`config.mk`:
```
export PLATFORM = sky130hd
export DESIGN_NAME = mrc_host
export DESIGN_NICKNAME = d
export VERILOG_FILES = /design/src/rtl/mrc_pkg.sv /design/src/rtl/mrc_timeout_cnt.sv /design/src/rtl/mrc_host.sv
export SDC_FILE = /design/constraint.sdc
export NUM_CORES = 1
export LEC_CHECK = 0
export BUFFER_PORTS_ARGS = -buffer_cell sky130_fd_sc_hd__buf_2
export CAP_MARGIN = 30
export CELL_PAD_IN_SITES_DETAIL_PLACEMENT = 1
export CELL_PAD_IN_SITES_GLOBAL_PLACEMENT = 2
export CORE_MARGIN = 5
export CORE_UTILIZATION = 24
export DETAILED_ROUTE_END_ITERATION = 10
export PLACE_DENSITY_LB_ADDON = 0.1
export SLEW_MARGIN = 20
export SYNTH_ARGS = -nofsm -noshare
export SYNTH_HDL_FRONTEND = slang
export SYNTH_SLANG_ARGS = --single-unit
export TNS_END_PERCENT = 20
```
`constraint.sdc`:
```
create_clock -name clk -period 2 [get_ports clk]
set_clock_uncertainty 0.1 [all_clocks]
set_input_delay 0 -clock clk [delete_from_list [all_inputs] [get_ports clk]]
set_output_delay 0 -clock clk [all_outputs]
set_load 0.03 [all_outputs]
```
`src/rtl/mrc_pkg.sv`:
```
`default_nettype none
// ============================================================
// Package  : mrc_pkg - shared encodings and defaults for the MRC host
// Revision : 1.0
// ============================================================
package mrc_pkg;

  localparam int c_DEFAULT_WORD_LENGTH    = 16;
  localparam int c_DEFAULT_TIMEOUT_CYCLES = 255;

  localparam logic OP_MULT = 1'b0;
  localparam logic OP_SQRT = 1'b1;

  typedef enum logic [2:0] {
    ST_IDLE     = 3'd0,
    ST_START    = 3'd1,
    ST_WAIT_X   = 3'd2,
    ST_LOAD_X   = 3'd3,
    ST_WAIT_Y   = 3'd4,
    ST_LOAD_Y   = 3'd5,
    ST_WAIT_RDY = 3'd6,
    ST_RESP     = 3'd7
  } host_state_t;

  function automatic logic is_wait_state(input host_state_t s);
    return (s == ST_WAIT_X) || (s == ST_WAIT_Y) || (s == ST_WAIT_RDY);
  endfunction

endpackage
`default_nettype wire

```
`src/rtl/mrc_timeout_cnt.sv`:
```
`default_nettype none
// ============================================================
// Module   : mrc_timeout_cnt - per-wait watchdog, expires at TIMEOUT_CYCLES-1
// Revision : 1.0
// ============================================================
module mrc_timeout_cnt #(
  parameter int TIMEOUT_CYCLES = 255
) (
  input  logic clk,
  input  logic reset,
  input  logic clear,
  input  logic enable,
  output logic expired
);

  localparam int              c_W    = $clog2(TIMEOUT_CYCLES);
  localparam logic [c_W-1:0]  c_TERM = c_W'(TIMEOUT_CYCLES - 1);
  localparam logic [c_W-1:0]  c_ONE  = c_W'(1);

  logic [c_W-1:0] r_count;

  // Holds at the terminal count so a lingering enable cannot wrap it.
  always_ff @(posedge clk) begin
    if (reset || clear) begin
      r_count <= '0;
    end else if (enable && !expired) begin
      r_count <= r_count + c_ONE;
    end
  end

  assign expired = (r_count == c_TERM);

endmodule
`default_nettype wire

```
`src/rtl/mrc_host.sv`:
```
`default_nettype none
// ============================================================
// Module   : mrc_host - request/response initiator driving the MRC unit
// Revision : 1.0
// ============================================================
module mrc_host
  import mrc_pkg::*;
#(
  parameter int WORD_LENGTH    = c_DEFAULT_WORD_LENGTH,
  parameter int TIMEOUT_CYCLES = c_DEFAULT_TIMEOUT_CYCLES
) (
  input  logic                       clk,
  input  logic                       reset,
  input  logic                       req_valid,
  output logic                       req_ready,
  input  logic                       req_op,
  input  logic [WORD_LENGTH-1:0]     req_a,
  input  logic [WORD_LENGTH-1:0]     req_b,
  output logic                       rsp_valid,
  input  logic                       rsp_ready,
  output logic [2*WORD_LENGTH-1:0]   rsp_result,
  output logic                       rsp_error,
  output logic                       rsp_timeout,
  output logic                       busy,
  output logic                       mrc_start,
  output logic                       mrc_load,
  output logic [WORD_LENGTH-1:0]     mrc_data,
  output logic                       mrc_op,
  input  logic                       mrc_x,
  input  logic                       mrc_y,
  input  logic                       mrc_ready,
  input  logic [2*WORD_LENGTH-1:0]   mrc_result,
  input  logic                       mrc_error
);

  host_state_t                r_state;
  host_state_t                w_next;

  logic                       r_op;
  logic [WORD_LENGTH-1:0]     r_a;
  logic [WORD_LENGTH-1:0]     r_b;
  logic [2*WORD_LENGTH-1:0]   r_result;
  logic                       r_error;
  logic                       r_timeout;

  logic                       w_in_wait;
  logic                       w_event;
  logic                       w_expired;
  logic                       w_timeout_hit;
  logic                       w_accept;
  logic                       w_state_change;

  always_ff @(posedge clk) begin
    if (reset) begin
      r_state <= ST_IDLE;
    end else begin
      r_state <= w_next;
    end
  end

  // The awaited event always takes precedence over the watchdog.
  always_comb begin
    w_next    = r_state;
    w_event   = 1'b0;
    w_in_wait = is_wait_state(r_state);
    case (r_state)
      ST_IDLE: begin
        if (req_valid) w_next = ST_START;
      end
      ST_START: begin
        w_next = ST_WAIT_X;
      end
      ST_WAIT_X: begin
        w_event = mrc_x;
        if (w_event)        w_next = ST_LOAD_X;
        else if (w_expired) w_next = ST_RESP;
      end
      ST_LOAD_X: begin
        w_next = (r_op == OP_MULT) ? ST_WAIT_Y : ST_WAIT_RDY;
      end
      ST_WAIT_Y: begin
        // The unit must have dropped x before the second operand is taken.
        w_event = mrc_y && !mrc_x;
        if (w_event)        w_next = ST_LOAD_Y;
        else if (w_expired) w_next = ST_RESP;
      end
      ST_LOAD_Y: begin
        w_next = ST_WAIT_RDY;
      end
      ST_WAIT_RDY: begin
        w_event = mrc_ready;
        if (w_event)        w_next = ST_RESP;
        else if (w_expired) w_next = ST_RESP;
      end
      ST_RESP: begin
        if (rsp_ready) w_next = ST_IDLE;
      end
      default: begin
        w_next = ST_IDLE;
      end
    endcase
  end

  assign w_timeout_hit  = w_in_wait && !w_event && w_expired;
  assign w_accept       = (r_state == ST_IDLE) && req_valid;
  assign w_state_change = (w_next != r_state);

  mrc_timeout_cnt #(
    .TIMEOUT_CYCLES (TIMEOUT_CYCLES)
  ) u_timeout_cnt (
    .clk     (clk),
    .reset   (reset),
    .clear   (w_state_change),
    .enable  (w_in_wait && !w_event),
    .expired (w_expired)
  );

  always_ff @(posedge clk) begin
    if (reset) begin
      r_op      <= 1'b0;
      r_a       <= '0;
      r_b       <= '0;
      r_result  <= '0;
      r_error   <= 1'b0;
      r_timeout <= 1'b0;
    end else begin
      if (w_accept) begin
        r_op      <= req_op;
        r_a       <= req_a;
        r_b       <= req_b;
        r_result  <= '0;
        r_error   <= 1'b0;
        r_timeout <= 1'b0;
      end
      if ((r_state == ST_WAIT_RDY) && mrc_ready) begin
        r_result <= mrc_result;
        r_error  <= mrc_error;
      end else if (w_timeout_hit) begin
        r_result  <= '0;
        r_error   <= 1'b1;
        r_timeout <= 1'b1;
      end
    end
  end

  always_comb begin
    mrc_data = '0;
    case (r_state)
      ST_WAIT_X, ST_LOAD_X: mrc_data = r_a;
      ST_WAIT_Y, ST_LOAD_Y: mrc_data = r_b;
      default:              mrc_data = '0;
    endcase
  end

  assign req_ready   = (r_state == ST_IDLE);
  assign busy        = (r_state != ST_IDLE);
  assign rsp_valid   = (r_state == ST_RESP);
  assign mrc_start   = (r_state == ST_START);
  assign mrc_load    = (r_state == ST_LOAD_X) || (r_state == ST_LOAD_Y);
  assign mrc_op      = r_op && (r_state != ST_IDLE) && (r_state != ST_RESP);
  assign rsp_result  = r_result;
  assign rsp_error   = r_error;
  assign rsp_timeout = r_timeout;

endmodule
`default_nettype wire

```
; Yosys cells after proc, flatten, opt, wreduce, memory -nomap -nowiden
; Index checks and enable logic that the tools add are counted.
[op_classes]
add_sub_neg = 1
eq_ne = 10
n_mux = 19
n_reduce_logical = 20
[ops]
columns = cell, n
row1 = 32-bit 2-to-1 mux, 3
row2 = 16-bit one-hot mux with 2 select lines, 1
row3 = 3-bit one-hot mux with 8 select lines, 1
row4 = 3-bit 2-to-1 mux, 6
row5 = "3-bit == test, second input constant", 4
row6 = "8-bit by 1-bit adder with 8-bit output, second input constant", 1
row7 = "8-bit == test, second input constant", 1
row8 = 1-bit logical AND, 8
row9 = "3-bit by 2-bit == test with 1-bit output, second input constant", 2
row10 = 1-bit 2-to-1 mux, 6
row11 = 3-bit nonzero test, 2
row12 = 1-bit logical OR, 4
row13 = 2-bit OR reduction, 2
row14 = "3-bit by 1-bit == test with 1-bit output, second input constant", 1
row15 = 1-bit zero test, 3
row16 = 3-bit zero test, 1
row17 = 3-bit inequality test, 1
row18 = "3-bit inequality test, second input constant", 1
row19 = 1-bit one-hot mux with 3 select lines, 1
row20 = 2-bit 2-to-1 mux, 1
[totals]
ff_bits = 78
in_bits = 73
output_inout_bits = 56
word_cells = 58

; Depth between registers and ports, before layout
; Gate-level depths: netlist of run 1.
[depth]
word_depth = 8
ltp_mapped = 8
depth_no_buf = 7

; Hierarchy
; A second synthesis of run 1 with hierarchy kept.
[hier_totals]
cells_unflattened = 342
area_unflattened_um2 = 3155.5
[modules_own_cells]
columns = mod, instances, cells_per_inst, area_each_um2, seq_area_each_um2
row1 = mrc_host, 1, 291, 2712.6, 1401.3
row2 = mrc_timeout_cnt, 1, 51, 442.9, 160.2

; Worst setup path after synthesis of run 1
; OpenSTA, ideal clock, no wires.
[synth_path]
kind = flip-flop to flip-flop
start = register r_state[1]
end = register r_timeout, in the netlist rsp_timeout
setup_time_ps = 132
arrival_time_ps = 1760
t_required_ps = 1768
setup_slack_ps = 8
stages_incl_launch_ff = 8
path_buffers = 2
synth_period_minus_slack_ps = 1992
path_cell_list = dfxtp_1 > buf_2 > or3_1 > inv_1 > nand2_1 > clkbuf_1 > nand2_1 > a21oi_1
[synth_via]
word_cells_on_any_way = 15
classes_between = 3 x eq/ne / 4 x mux / 8 x reduce/logical
[synth_lines]
columns = element, line_no
row1 = start: declaration, mrc_host.sv:36  ; host_state_t r_state;
row2 = start signal: assignment, mrc_host.sv:57  ; r_state <= w_next;
row3 = 3-bit zero test (*), n/a
row4 = net req_ready, mrc_host.sv:15  ; output logic req_ready,
row5 = 1-bit logical AND (*), mrc_host.sv:105  ; assign w_accept = (r_state == ST_IDLE) && req_valid;
row6 = 1-bit 2-to-1 mux (*), mrc_host.sv:127  ; if (w_accept) begin
row7 = 1-bit 2-to-1 mux, mrc_host.sv:138  ; end else if (w_timeout_hit) begin
row8 = 1-bit 2-to-1 mux (*), mrc_host.sv:135  ; if ((r_state == ST_WAIT_RDY) && mrc_ready) begin
row9 = end signal: assignment, mrc_host.sv:125  ; r_timeout <= 1'b0;
row10 = end signal: assignment, mrc_host.sv:133  ; r_timeout <= 1'b0;
row11 = end signal: assignment, mrc_host.sv:141  ; r_timeout <= 1'b1;
row12 = end: declaration, mrc_host.sv:44  ; logic r_timeout;
; Mark *: on every way through the listed nets, which the timed path passes. The rest lies on a longest branch.
; A chain may end at the register's enable or synchronous reset.

; Worst setup path in the final report of run 1
[layout_path]
start = register r_state[1]
end = register r_state[0]
[layout_via]
elab_chain_len = 2
word_cells_on_any_way = 9
classes_between = 7 x eq/ne / 1 x mux / 1 x reduce/logical
[layout_lines]
columns = element, line_no
row1 = "3-bit == test, or another cell as far along", mrc_host.sv:66  ; case (r_state)
row2 = 3-bit one-hot mux with 8 select lines (*), mrc_host.sv:66
; Mark *: on every way between the ends. The rest lies on a longest branch, timed or not.

==> impl_metrics.py, run 1 <==
metrics = {
    "yosys": {
        "synth_most_common_cell": "dfxtp_1",
        "synth_nets": 452,
        "yosys.area.top_type": "dfxtp_1",
        "synth_warnings": 0,
        "netlist_instances": 377,
        "yosysUniqueCellTypes": 42,
        "synth_seq_cells": 78,
        "synth_mux_area_share_pct": 0.626,
        "synthFlopType": "dfxtp_1",
        "yosys.area_share.simple_pct": 21.4,
        "synth-compound-area-share_pct": 22.6,
        "synthXorXnorAreaFrac_pct": 0.821,
        "synth_edf_count": 0,
        "synth_top_cell_area_share_pct": 48.8,
        "netlist_top_cells_area": "dfxtp_1 (49%), nand2_1 (9.0%), a22oi_1 (7.7%)",
        "synth_top_family_by_area": "compound AO/OA/AOI/OAI gates",
        "synthAdderAreaFrac_pct": 0.782,
        "ys_seq_area_share_pct": 48.8,
        "async_reset_ff_share_pct": 0,
        "syn_avg_cell_area_um2": 8.49,
        "netlist_area_um2": 3200,
        "synth_commonest_cells": "dfxtp_1 (78), nand2_1 (77), nor2_1 (43)",
    },
    "routing": {
        "dr.pass1.iters": 5,
        "drt-total-wl_mm": 11.3,
        "drtAntennaViolNets": 0,
        "drcViolationCount": 0,
        "vias": 3429,
        "wl_per_cell_um": 14.8,
        "drtIter0Drc": 134,
        "vias_per_cell": 4.51,
    },
    "clock_tree": {
        "cts_sinks": 78,
        "cts_max_path_buffers": 2,
        "path_clk_slew_ns": 0.06,
        "numCtsBuffers": 9,
        "h-tree-depth": 3,
        "tritoncts": "yes",
        "insertion_delay_ns": 0.33,
        "root_buffer": "clkbuf_16",
    },
    "power": {
        "vdd_drop_max_mv": 0.299,
        "switching_share_pct": 25.0,
        "p_sw_w": 0.000996,
        "seqPwrFrac_pct": 41.4,
        "p_clk_share_pct": 44.1,
        "powerDensity_nw_per_um2": 771,
        "p_comb_share_pct": 14.5,
        "p_int_w": 0.00299,
        "p_leak_nw": 2.21,
    },
    "placement": {
        "place_inst": 671,
        "port-buffer-count": 128,
        "place.gp.congestion": 0.756,
        "place_area_um2": 4110,
        "hpwlAfterDp_mm": 7.65,
    },
    "global_routing": {
        "antenna_found_initial": 0,
        "grt_max_degree": 35,
        "use_met3_pct": 4.43,
        "overflow": 0,
        "grt.total_usage_pct": 14.4,
        "grt_pass1_vias": 3621,
        "grt_util_met1_pct": 18.2,
        "met2_usage_pct": 23.1,
        "grt.busiest_layer": "met2",
        "grt_first_pass_wirelength_mm": 18.6,
    },
    "timing": {
        "fin_setup_tns_ns": 0,
        "fmax_mhz": 526,
        "slew_violations": 0,
        "setup_violations": 0,
        "rsz0062_at_grt": "true",
        "max_slew_margin_pct": 65.6,
        "whs_ns": 0.0778,
        "hold_violations": 0,
        "period_share_pct": 95.0,
        "worst_pin_slew_ns": 0.516,
        "min_period_ns": 1.90,
    },
    "layout": {
        "instances_no_fill": 760,
        "area_growth_pct": 61.5,
        "drive_gt1_share_pct": 30.7,
        "design_area_um2": 5170,
        "utilization_pct": 39.3,
        "multiInputGateArea_um2": 1510,
        "fillers": 1571,
        "seqCellArea_um2": 1570,
        "final_nets": 654,
        "diodes": 0,
    },
    "min_path": {
        "hp-class": "in -> reg",
    },
    "setup_path": {
        "arrival_ns": 2.06,
        "endpoint_kind": "register",
        "start_kind": "register",
        "crit_required_ns": 2.16,
        "cp_max_fo": 11,
        "critPathKind": "reg -> reg",
    },
    "job": {
        "max_cap_viol_count": 0,
    },
    "floorplanning": {
        "die-area_um2": 15700,
        "fp-row-count": 42,
        "coreArea_um2": 13100,
        "die_y_um": 125,
        "ioPinCount": 129,
        "die_w_um": 125,
        "initial_core_util_pct": 24.4,
    },
    "outcome": {
        "status": "completed",
    },
}
[final cells by class]
cell class | count | area share (%)
Timing Repair Buffer | 221 | 29.7
Inverter | 5 | 0.363
Sequential cell | 78 | 30.3
Multi-Input combinational cell | 264 | 29.2
Clock buffer | 11 | 4.50
Tap cell | 176 | 4.26
Clock inverter | 5 | 1.62
[worst max-delay path: stages, from the launching register on]
cell,delay [ns]
dfxtp_2,0.45
buf_4,0.19
nor2_1,0.07
nor4_2,0.30
a311oi_2,0.09
buf_4,0.16
buf_4,0.12
buf_4,0.12
buf_4,0.12
a21oi_1,0.10
[final timing paths]
kind	start	endpoint	slack, ns	cells after the start
setup / recovery	r_state[1]$_SDFF_PP0_	r_state[0]$_SDFF_PP0_	0.1	9
hold / removal	mrc_x	r_state[2]$_SDFF_PP0_	0.08	4
setup reg to reg	r_state[1]$_SDFF_PP0_	r_state[0]$_SDFF_PP0_	0.1	9
hold reg to reg	r_a[0]$_SDFFE_PP0P_	r_a[0]$_SDFFE_PP0P_	0.35	2
[cells in the final DEF, fill, tap and decap left out, drive strengths merged, types with 5 or more instances in the layout]
cell type / instances
buf: 152
dfxtp: 78
nand2: 77
dlygate4sd3: 69
nor2: 43
a21oi: 39
a22oi: 33
a22o: 16
clkbuf: 11
nor3: 7
inv: 5
[routing by layer]
| layer | part of all wire, % | vias up |
|---|---|---|
| li1 | - | 1724 |
| met1 | 46 | 1587 |
| met2 | 46 | 103 |
| met3 | 6.9 | 15 |
| met4 | 1.7 | 0 |
| met5 | 0 | - |
[kinds of logic (layout without fill, tap and decap cells)]
family / Yosys count / in the layout
AO/OA/AOI/OAI: 105 / 105
XOR/XNOR: 3 / 3
adder cells (fa/ha/maj): 2 / 2
buffers and inverters: 35 / 242
flip-flops: 78 / 78
multiplexers: 2 / 2
AND/OR/NAND/NOR: 152 / 152
[state kept, by name, indices dropped and copies added (netlist names)]
register and cells:
r_a 16, r_b 16, r_op 1, r_state 3, rsp_error 1, rsp_result 32, rsp_timeout 1, u_timeout_cnt.r_count 8
[power groups by stage]
stage          combinational [W]  clock, W  sequential (W)
3_5_place_dp            0.000461         0         0.00168
2_1_floorplan           0.000274         0         0.00167
4_1_cts                 0.000581   0.00182         0.00165
5_1_grt                 0.000640   0.00187         0.00165
6_report                0.000579   0.00176         0.00165
3_3_place_gp            0.000461         0         0.00168
[timing repair]
| item | in CTS | in global routing |
|---|---|---|
| hold endpoints to repair | 70 | 0 |
| setup buffers | 4 | 0 |
| resized for setup | 2 | 5 |
| pin swaps | 1 | 1 |
| hold buffers | 69 | 0 |
| setup endpoints to repair | 27 | 41 |
[stage by stage]
step | setup WS (ns) | power (W)
6_report | 0.0998 | 0.00398
5_1_grt | -0.0507 | 0.00416
4_1_cts | 0.00493 | 0.00405
3_5_place_dp | -0.0403 | 0.00214
3_3_place_gp | 0.0136 | 0.00214
2_1_floorplan | 0.00756 | 0.00194
No activity file was read; power rests on OpenSTA's default activity.
==> inputs of run 2 (changes only) <==
- SYNTH_HIERARCHICAL: default -> 1
==> run 2 against run 1 <==
Effect of this change: the run now ends with setup timing left; global-route usage increased by 0.18 points; synthesized area is 1.4% lower; register-to-register slack worse by 0.41 ns; via count shrank 3.6%; worst hold slack lost 0.033 ns; combinational power decreased by 27%; sequential share of layout area decreased by 0.32 points; total power fell by 9.9%; first-iteration DRC count shrank 31%; maximum frequency shrank 18%; sequential power barely moved; highest routed layer unchanged.
==> impl_metrics.py, run 2 <==
metrics = {
    "power": {
        "seqPwrFrac_pct": 45.3,
        "p_clk_share_pct": 43.0,
        "switching_share_pct": 24.3,
        "vdd_drop_max_mv": 0.574,
        "p_leak_nw": 2.37,
        "totalPowerFinal_w": 0.00359,
        "p_comb_share_pct": 11.7,
        "powerDensity_nw_per_um2": 688,
        "p_sw_w": 0.000872,
        "p_int_w": 0.00272,
    },
    "routing": {
        "wl_per_cell_um": 15.0,
        "drtIter0Drc": 93,
        "vias": 3307,
        "dr.pass1.iters": 4,
        "drtAntennaViolNets": 0,
        "drcViolationCount": 0,
        "drt-total-wl_mm": 11.0,
        "vias_per_cell": 4.51,
    },
    "floorplanning": {
        "die-area_um2": 15500,
        "fp-row-count": 41,
        "die_w_um": 125,
        "ioPinCount": 129,
        "coreArea_um2": 12800,
        "initial_core_util_pct": 24.7,
        "die_y_um": 125,
    },
    "min_path": {
        "hp-class": "in -> reg",
        "hold_path_depth": 2,
        "min_from": "reset",
        "hold-path-endpoint": "r_op$_SDFFE_PP0P_",
    },
    "timing": {
        "min_period_ns": 2.31,
        "setup_ws_ns": -0.308,
        "setup_violations": 8,
        "fmax_mhz": 433,
        "hold_violations": 0,
        "slew_violations": 0,
        "whs_ns": 0.0446,
        "period_share_pct": 115,
        "max_slew_margin_pct": 64.4,
        "worst_pin_slew_ns": 0.534,
        "rsz0062_at_grt": "true",
    },
    "setup_path": {
        "start_kind": "register",
        "rrSetupSlack_ns": -0.31,
        "slowest_stage": "or3_1",
        "r2r_start": "u_timeout_cnt/r_count[0]$_SDFFE_PP0P_",
        "max_stage_delay_ns": 0.37,
        "arrival_ns": 2.47,
        "endpoint_kind": "register",
        "rr_endpoint": "u_timeout_cnt/r_count[4]$_SDFFE_PP0P_",
        "path_cells": "inv_2 > ha_4 > and3_4 > nand2_4 > inv_4 > nor2_4 > o31ai_2 > a222oi_1 > buf_4 > mux2i_4 > or3_1 > mux2i_1",
        "r2r_cells": 12,
        "critPathKind": "reg -> reg",
        "cp_max_fo": 4,
        "crit_required_ns": 2.16,
    },
    "clock_tree": {
        "tritoncts": "yes",
        "insertion_delay_ns": 0.34,
        "cts_max_path_buffers": 2,
        "cts_sinks": 78,
        "path_clk_slew_ns": 0.06,
        "h-tree-depth": 3,
        "numCtsBuffers": 9,
        "root_buffer": "clkbuf_16",
    },
    "yosys": {
        "synth_commonest_cells": "dfxtp_1 (78), nand2_1 (78), a22o_1 (48)",
        "synth_seq_cells": 78,
        "netlist_area_um2": 3160,
        "synth_edf_count": 0,
        "synth_nets": 417,
        "synthFlopType": "dfxtp_1",
        "netlist_instances": 342,
        "yosysUniqueCellTypes": 49,
        "netlist_top_cells_area": "dfxtp_1 (49%), a22o_1 (13%), nand2_1 (9.3%)",
        "synth_warnings": 6,
        "syn_avg_cell_area_um2": 9.23,
        "yosys.area.top_type": "dfxtp_1",
        "synth_top_cell_area_share_pct": 49.5,
        "async_reset_ff_share_pct": 0,
        "ys_seq_area_share_pct": 49.5,
    },
    "global_routing": {
        "grt_pass1_vias": 3555,
        "antenna_found_initial": 0,
        "overflow": 0,
        "grt.total_usage_pct": 14.6,
        "grt_first_pass_wirelength_mm": 18.3,
        "grt_max_degree": 36,
    },
    "job": {
        "max_cap_viol_count": 0,
    },
    "outcome": {
        "status": "finished with violations",
        "violations": "setup timing",
    },
    "layout": {
        "utilization_pct": 40.8,
        "fillers": 1480,
        "final_common_cell": "buf_2",
        "layout_common_cells": "buf_2 (128), nand2_1 (77), dfxtp_1 (77)",
        "diodes": 0,
        "drive_gt1_share_pct": 35.2,
        "instances_no_fill": 734,
        "final_nets": 633,
        "largest_register_ffs": 32,
        "area_growth_pct": 65.3,
    },
    "placement": {
        "place.gp.congestion": 0.749,
        "hpwlAfterDp_mm": 7.23,
        "dp_slack_ns": -0.387,
        "port-buffer-count": 128,
        "place_inst": 649,
    },
}
run 2: cell types whose count changed after synthesis, moves of 3 or more:
cell,previous run,this run
nor2_1,43,7
buf_2,5,11
a22o_1,16,48
and3_1,2,5
xnor2_1,3,0
clkbuf_1,21,5
a22oi_1,33,0
run 2: critical path, delay by kind of cell, from the launching register on:
kind	cells	cell delay, ns
and+or+nand+nor	4	0.66
buffers and inverters	3	0.31
adders and majority gates	1	0.13
DFF	1	0.32
AOI/OAI and AO/OA	2	0.36
muxes	2	0.36
run 2: per-layer routing:
layer	wire [um]	up-vias	GRT usage (%)
met2	5460	77	25.1
li1	-	1656	-
met3	600	10	5.23
met5	0	-	0
met1	4800	1564	17.2
met4	143	0	4.06
run 2: worst max-delay path by stage:
stage / start / endpoint / slack (ns) / depth (start not counted)
after floorplan: u_timeout_cnt/r_count[0]$_SDFFE_PP0P_ / u_timeout_cnt/r_count[5]$_SDFFE_PP0P_ / -0.24 / 12
after global placement: u_timeout_cnt/r_count[0]$_SDFFE_PP0P_ / u_timeout_cnt/r_count[5]$_SDFFE_PP0P_ / -0.32 / 13
after detailed placement: u_timeout_cnt/r_count[0]$_SDFFE_PP0P_ / u_timeout_cnt/r_count[5]$_SDFFE_PP0P_ / -0.39 / 13
after CTS: u_timeout_cnt/r_count[0]$_SDFFE_PP0P_ / u_timeout_cnt/r_count[5]$_SDFFE_PP0P_ / -0.28 / 13
after global routing: u_timeout_cnt/r_count[0]$_SDFFE_PP0P_ / u_timeout_cnt/r_count[4]$_SDFFE_PP0P_ / -0.43 / 12
final: u_timeout_cnt/r_count[0]$_SDFFE_PP0P_ / u_timeout_cnt/r_count[4]$_SDFFE_PP0P_ / -0.31 / 12
run 2: cell type report:
type                       instances  area [um2]  area share [%]
timing repair buffer             229        1610            30.9
clock buffer                      11         253            4.85
clock inverter                     4        22.5           0.432
multi-input combinational        234        1530            29.3
tap                              172         215            4.13
sequential                        78        1560            30.0
inverter                           6        25.0           0.480
run 2: cell families (layout without fill, tap and decap cells):
kind of cell               after synthesis  in the layout  share of synthesized area, %
adders and majority gates                2              2                         0.793
buffers and inverters                   30            250                          5.19
muxes                                    4              4                          1.27
and+or+nand+nor                        120            120                          18.1
DFF                                     78             78                          49.5
AOI/OAI and AO/OA                      108            108                          25.2
run 2: repair_timing:
action                                  4_1_cts  5_1_grt
endpoints found under the setup margin        8       41
hold buffers                                 69        0
setup buffers                                 1        0
endpoints found under the hold margin        68        0
resized for setup                             4        7
pin swaps                                     0        4
run 2: power groups by stage:
stage          logic (W)  registers, W  clock network (W)
2_1_floorplan   0.000176       0.00165                  0
3_3_place_gp    0.000309       0.00166                  0
3_5_place_dp    0.000312       0.00166                  0
4_1_cts         0.000425       0.00162            0.00161
5_1_grt         0.000469       0.00163            0.00166
6_report        0.000421       0.00162            0.00154
run 2: per-stage QoR:
step / setup TNS (ns) / cell area (um2)
2_1_floorplan: -1.55 / 3200
6_report: -2.07 / 5220
4_1_cts: -1.97 / 5180
3_3_place_gp: -2.08 / 4190
3_5_place_dp: -2.63 / 4190
5_1_grt: -5.26 / 5220
==> inputs of run 3 (changes only) <==
- REMOVE_ABC_BUFFERS: default -> 1
==> run 3 against run 2 <==
Effect of this change: routed wire length increased by 2.6%; non-clock buffer count up 13; critical path depth grew 1; the flow still finishes with violations (setup timing); clock power grew 14%; sequential cell count unchanged; sequential share of layout area decreased by 0.83 points; register-to-register slack worse by 0.08 ns; utilization up 1.2 points.
==> impl_metrics.py, run 3 (synthesis results as in run 2) <==
metrics = {
    "setup_path": {
        "crit_required_ns": 2.16,
        "endpoint_kind": "register",
        "rrSetupSlack_ns": -0.39,
        "start_kind": "register",
        "r2r_cells": 13,
        "slowest_stage": "or3_1",
        "r2r_start": "u_timeout_cnt/r_count[0]$_SDFFE_PP0P_",
        "cp_common_cell": "buf_4",
        "path_cells": "inv_2 > ha_4 > and3_4 > nand2_4 > inv_4 > nor2_2 > o31ai_1 > a222oi_1 > buf_4 > mux2i_4 > buf_4 > or3_1 > mux2i_1",
        "cp_max_fo": 3,
        "max_stage_delay_ns": 0.35,
        "arrival_ns": 2.55,
        "path_buf_inv": 4,
        "rr_endpoint": "u_timeout_cnt/r_count[3]$_SDFFE_PP0P_",
        "cp.depth": 13,
        "cpLargestDelayFamily": "simple AND/OR/NAND/NOR gates",
        "critPathKind": "reg -> reg",
    },
    "timing": {
        "setup_violations": 19,
        "setup_ws_ns": -0.389,
        "whs_ns": 0.107,
        "hold_violations": 0,
        "fmax_mhz": 419,
        "worst_pin_slew_ns": 0.400,
        "max_slew_margin_pct": 73.0,
        "fin_setup_tns_ns": -2.64,
        "min_period_ns": 2.39,
        "period_share_pct": 119,
        "slew_violations": 0,
        "rsz0062_at_grt": "true",
    },
    "power": {
        "vdd_drop_max_mv": 0.503,
        "p_int_w": 0.00294,
        "p_comb_share_pct": 11.6,
        "switching_share_pct": 23.2,
        "powerDensity_nw_per_um2": 712,
        "p_leak_nw": 2.45,
        "p_sw_w": 0.000885,
        "p_clk_share_pct": 45.9,
        "seqPwrFrac_pct": 42.5,
    },
    "floorplanning": {
        "ioPinCount": 129,
        "die_w_um": 125,
        "die-area_um2": 15500,
        "coreArea_um2": 12800,
        "fp-row-count": 41,
        "die_y_um": 125,
        "initial_core_util_pct": 24.7,
    },
    "global_routing": {
        "overflow": 0,
        "antenna_found_initial": 0,
        "grt_first_pass_wirelength_mm": 18.5,
        "grt.total_usage_pct": 14.5,
        "grt_pass1_vias": 3756,
        "grt_max_degree": 34,
    },
    "layout": {
        "design_area_um2": 5370,
        "largest_register_ffs": 32,
        "area_growth_pct": 70.1,
        "final_nets": 646,
        "drive_gt1_share_pct": 36.6,
        "layout_common_cells": "buf_2 (128), nand2_1 (77), dfxtp_1 (76)",
        "diodes": 0,
        "final_common_cell": "buf_2",
    },
    "routing": {
        "drcViolationCount": 0,
        "vias_per_cell": 4.59,
        "drtIter0Drc": 115,
        "wl_per_cell_um": 15.1,
        "vias": 3434,
        "dr.pass1.iters": 4,
        "drtAntennaViolNets": 0,
        "drt-total-wl_mm": 11.3,
    },
    "placement": {
        "place_area_um2": 4160,
        "place.gp.congestion": 0.707,
        "port-buffer-count": 128,
        "hpwlAfterDp_mm": 7.42,
    },
    "outcome": {
        "status": "finished with violations",
        "violations": "setup timing",
    },
    "clock_tree": {
        "tritoncts": "yes",
        "insertion_delay_ns": 0.33,
        "path_clk_slew_ns": 0.06,
        "cts_max_path_buffers": 2,
        "h-tree-depth": 3,
        "cts_sinks": 78,
        "root_buffer": "clkbuf_16",
        "numCtsBuffers": 9,
    },
    "min_path": {
        "hp-class": "in -> reg",
        "hold_path_depth": 4,
        "min_from": "mrc_x",
        "hold-path-endpoint": "r_state[1]$_SDFF_PP0_",
    },
    "job": {
        "max_cap_viol_count": 0,
    },
}
==> run 3: cell types whose count changed in the layout (fill, tap and decap cells not counted), sizes merged <==
cell	before	now
buf	160	172
bufinv	0	2
clkinv	3	2
clkinvlp	1	0
dlygate4sd3	69	70
inv	6	7
==> run 3: metrics by stage <==
step | power, W | util [%] | std cells | setup slack, ns
floorplan | 0.00179 | - | 318 | -0.564
global placement | 0.00197 | 32.6 | 651 | -0.626
detailed placement | 0.00198 | 32.6 | 651 | -0.827
CTS | 0.00389 | 41.5 | 745 | -0.440
global route | 0.00400 | 42.0 | 748 | -0.468
finish | 0.00382 | 42.0 | 748 | -0.389
==> run 3: cell type report <==
cell class	instances	area [um2]
Fill cell	1502	7410
Tap cell	172	215
Multi-Input combinational cell	234	1520
Sequential cell	78	1560
Inverter	6	25.0
Clock inverter	5	82.6
Clock buffer	11	233
Timing Repair Buffer	242	1720
==> run 3: power by group through the flow <==
stage               combinational, W  clock, W  sequential [W]
floorplan                   0.000137         0         0.00166
global placement            0.000315         0         0.00166
detailed placement          0.000321         0         0.00166
CTS                         0.000440   0.00182         0.00162
global route                0.000491   0.00188         0.00163
finish                      0.000443   0.00175         0.00162
==> run 3: layer usage <==
| metal | wire (um) | vias up | global-route usage (%) |
|---|---|---|---|
| met5 | 0 | - | 0 |
| met4 | 206 | 0 | 4.26 |
| met3 | 587 | 18 | 4.85 |
| met2 | 5770 | 81 | 25.6 |
| met1 | 4730 | 1651 | 16.5 |
| li1 | - | 1684 | - |
==> run 3: worst max-delay path by stage <==
stage | start | endpoint | slack [ns]
after floorplan | u_timeout_cnt/r_count[0]$_SDFFE_PP0P_ | u_timeout_cnt/r_count[5]$_SDFFE_PP0P_ | -0.56
after global placement | u_timeout_cnt/r_count[0]$_SDFFE_PP0P_ | u_timeout_cnt/r_count[5]$_SDFFE_PP0P_ | -0.63
after detailed placement | u_timeout_cnt/r_count[0]$_SDFFE_PP0P_ | u_timeout_cnt/r_count[5]$_SDFFE_PP0P_ | -0.83
after CTS | u_timeout_cnt/r_count[0]$_SDFFE_PP0P_ | u_timeout_cnt/r_count[3]$_SDFFE_PP0P_ | -0.44
after global routing | u_timeout_cnt/r_count[0]$_SDFFE_PP0P_ | u_timeout_cnt/r_count[3]$_SDFFE_PP0P_ | -0.47
final | u_timeout_cnt/r_count[0]$_SDFFE_PP0P_ | u_timeout_cnt/r_count[3]$_SDFFE_PP0P_ | -0.39
==> run 3: what timing repair did <==
item,4_1_cts,5_1_grt
setup buffers,8,3
setup endpoints to repair,41,42
resized for setup,20,10
pin swaps,8,7
hold buffers,70,0
endpoints found under the hold margin,69,0
==> run 3: worst register-to-register path, stage by stage (launching register included) <==
cell and delay (ns):
dfxtp_2 0.32, inv_2 0.07, ha_4 0.13, and3_4 0.19, nand2_4 0.06, inv_4 0.06, nor2_2 0.03, o31ai_1 0.21
a222oi_1 0.14, buf_4 0.17, mux2i_4 0.20, buf_4 0.15, or3_1 0.35, mux2i_1 0.14
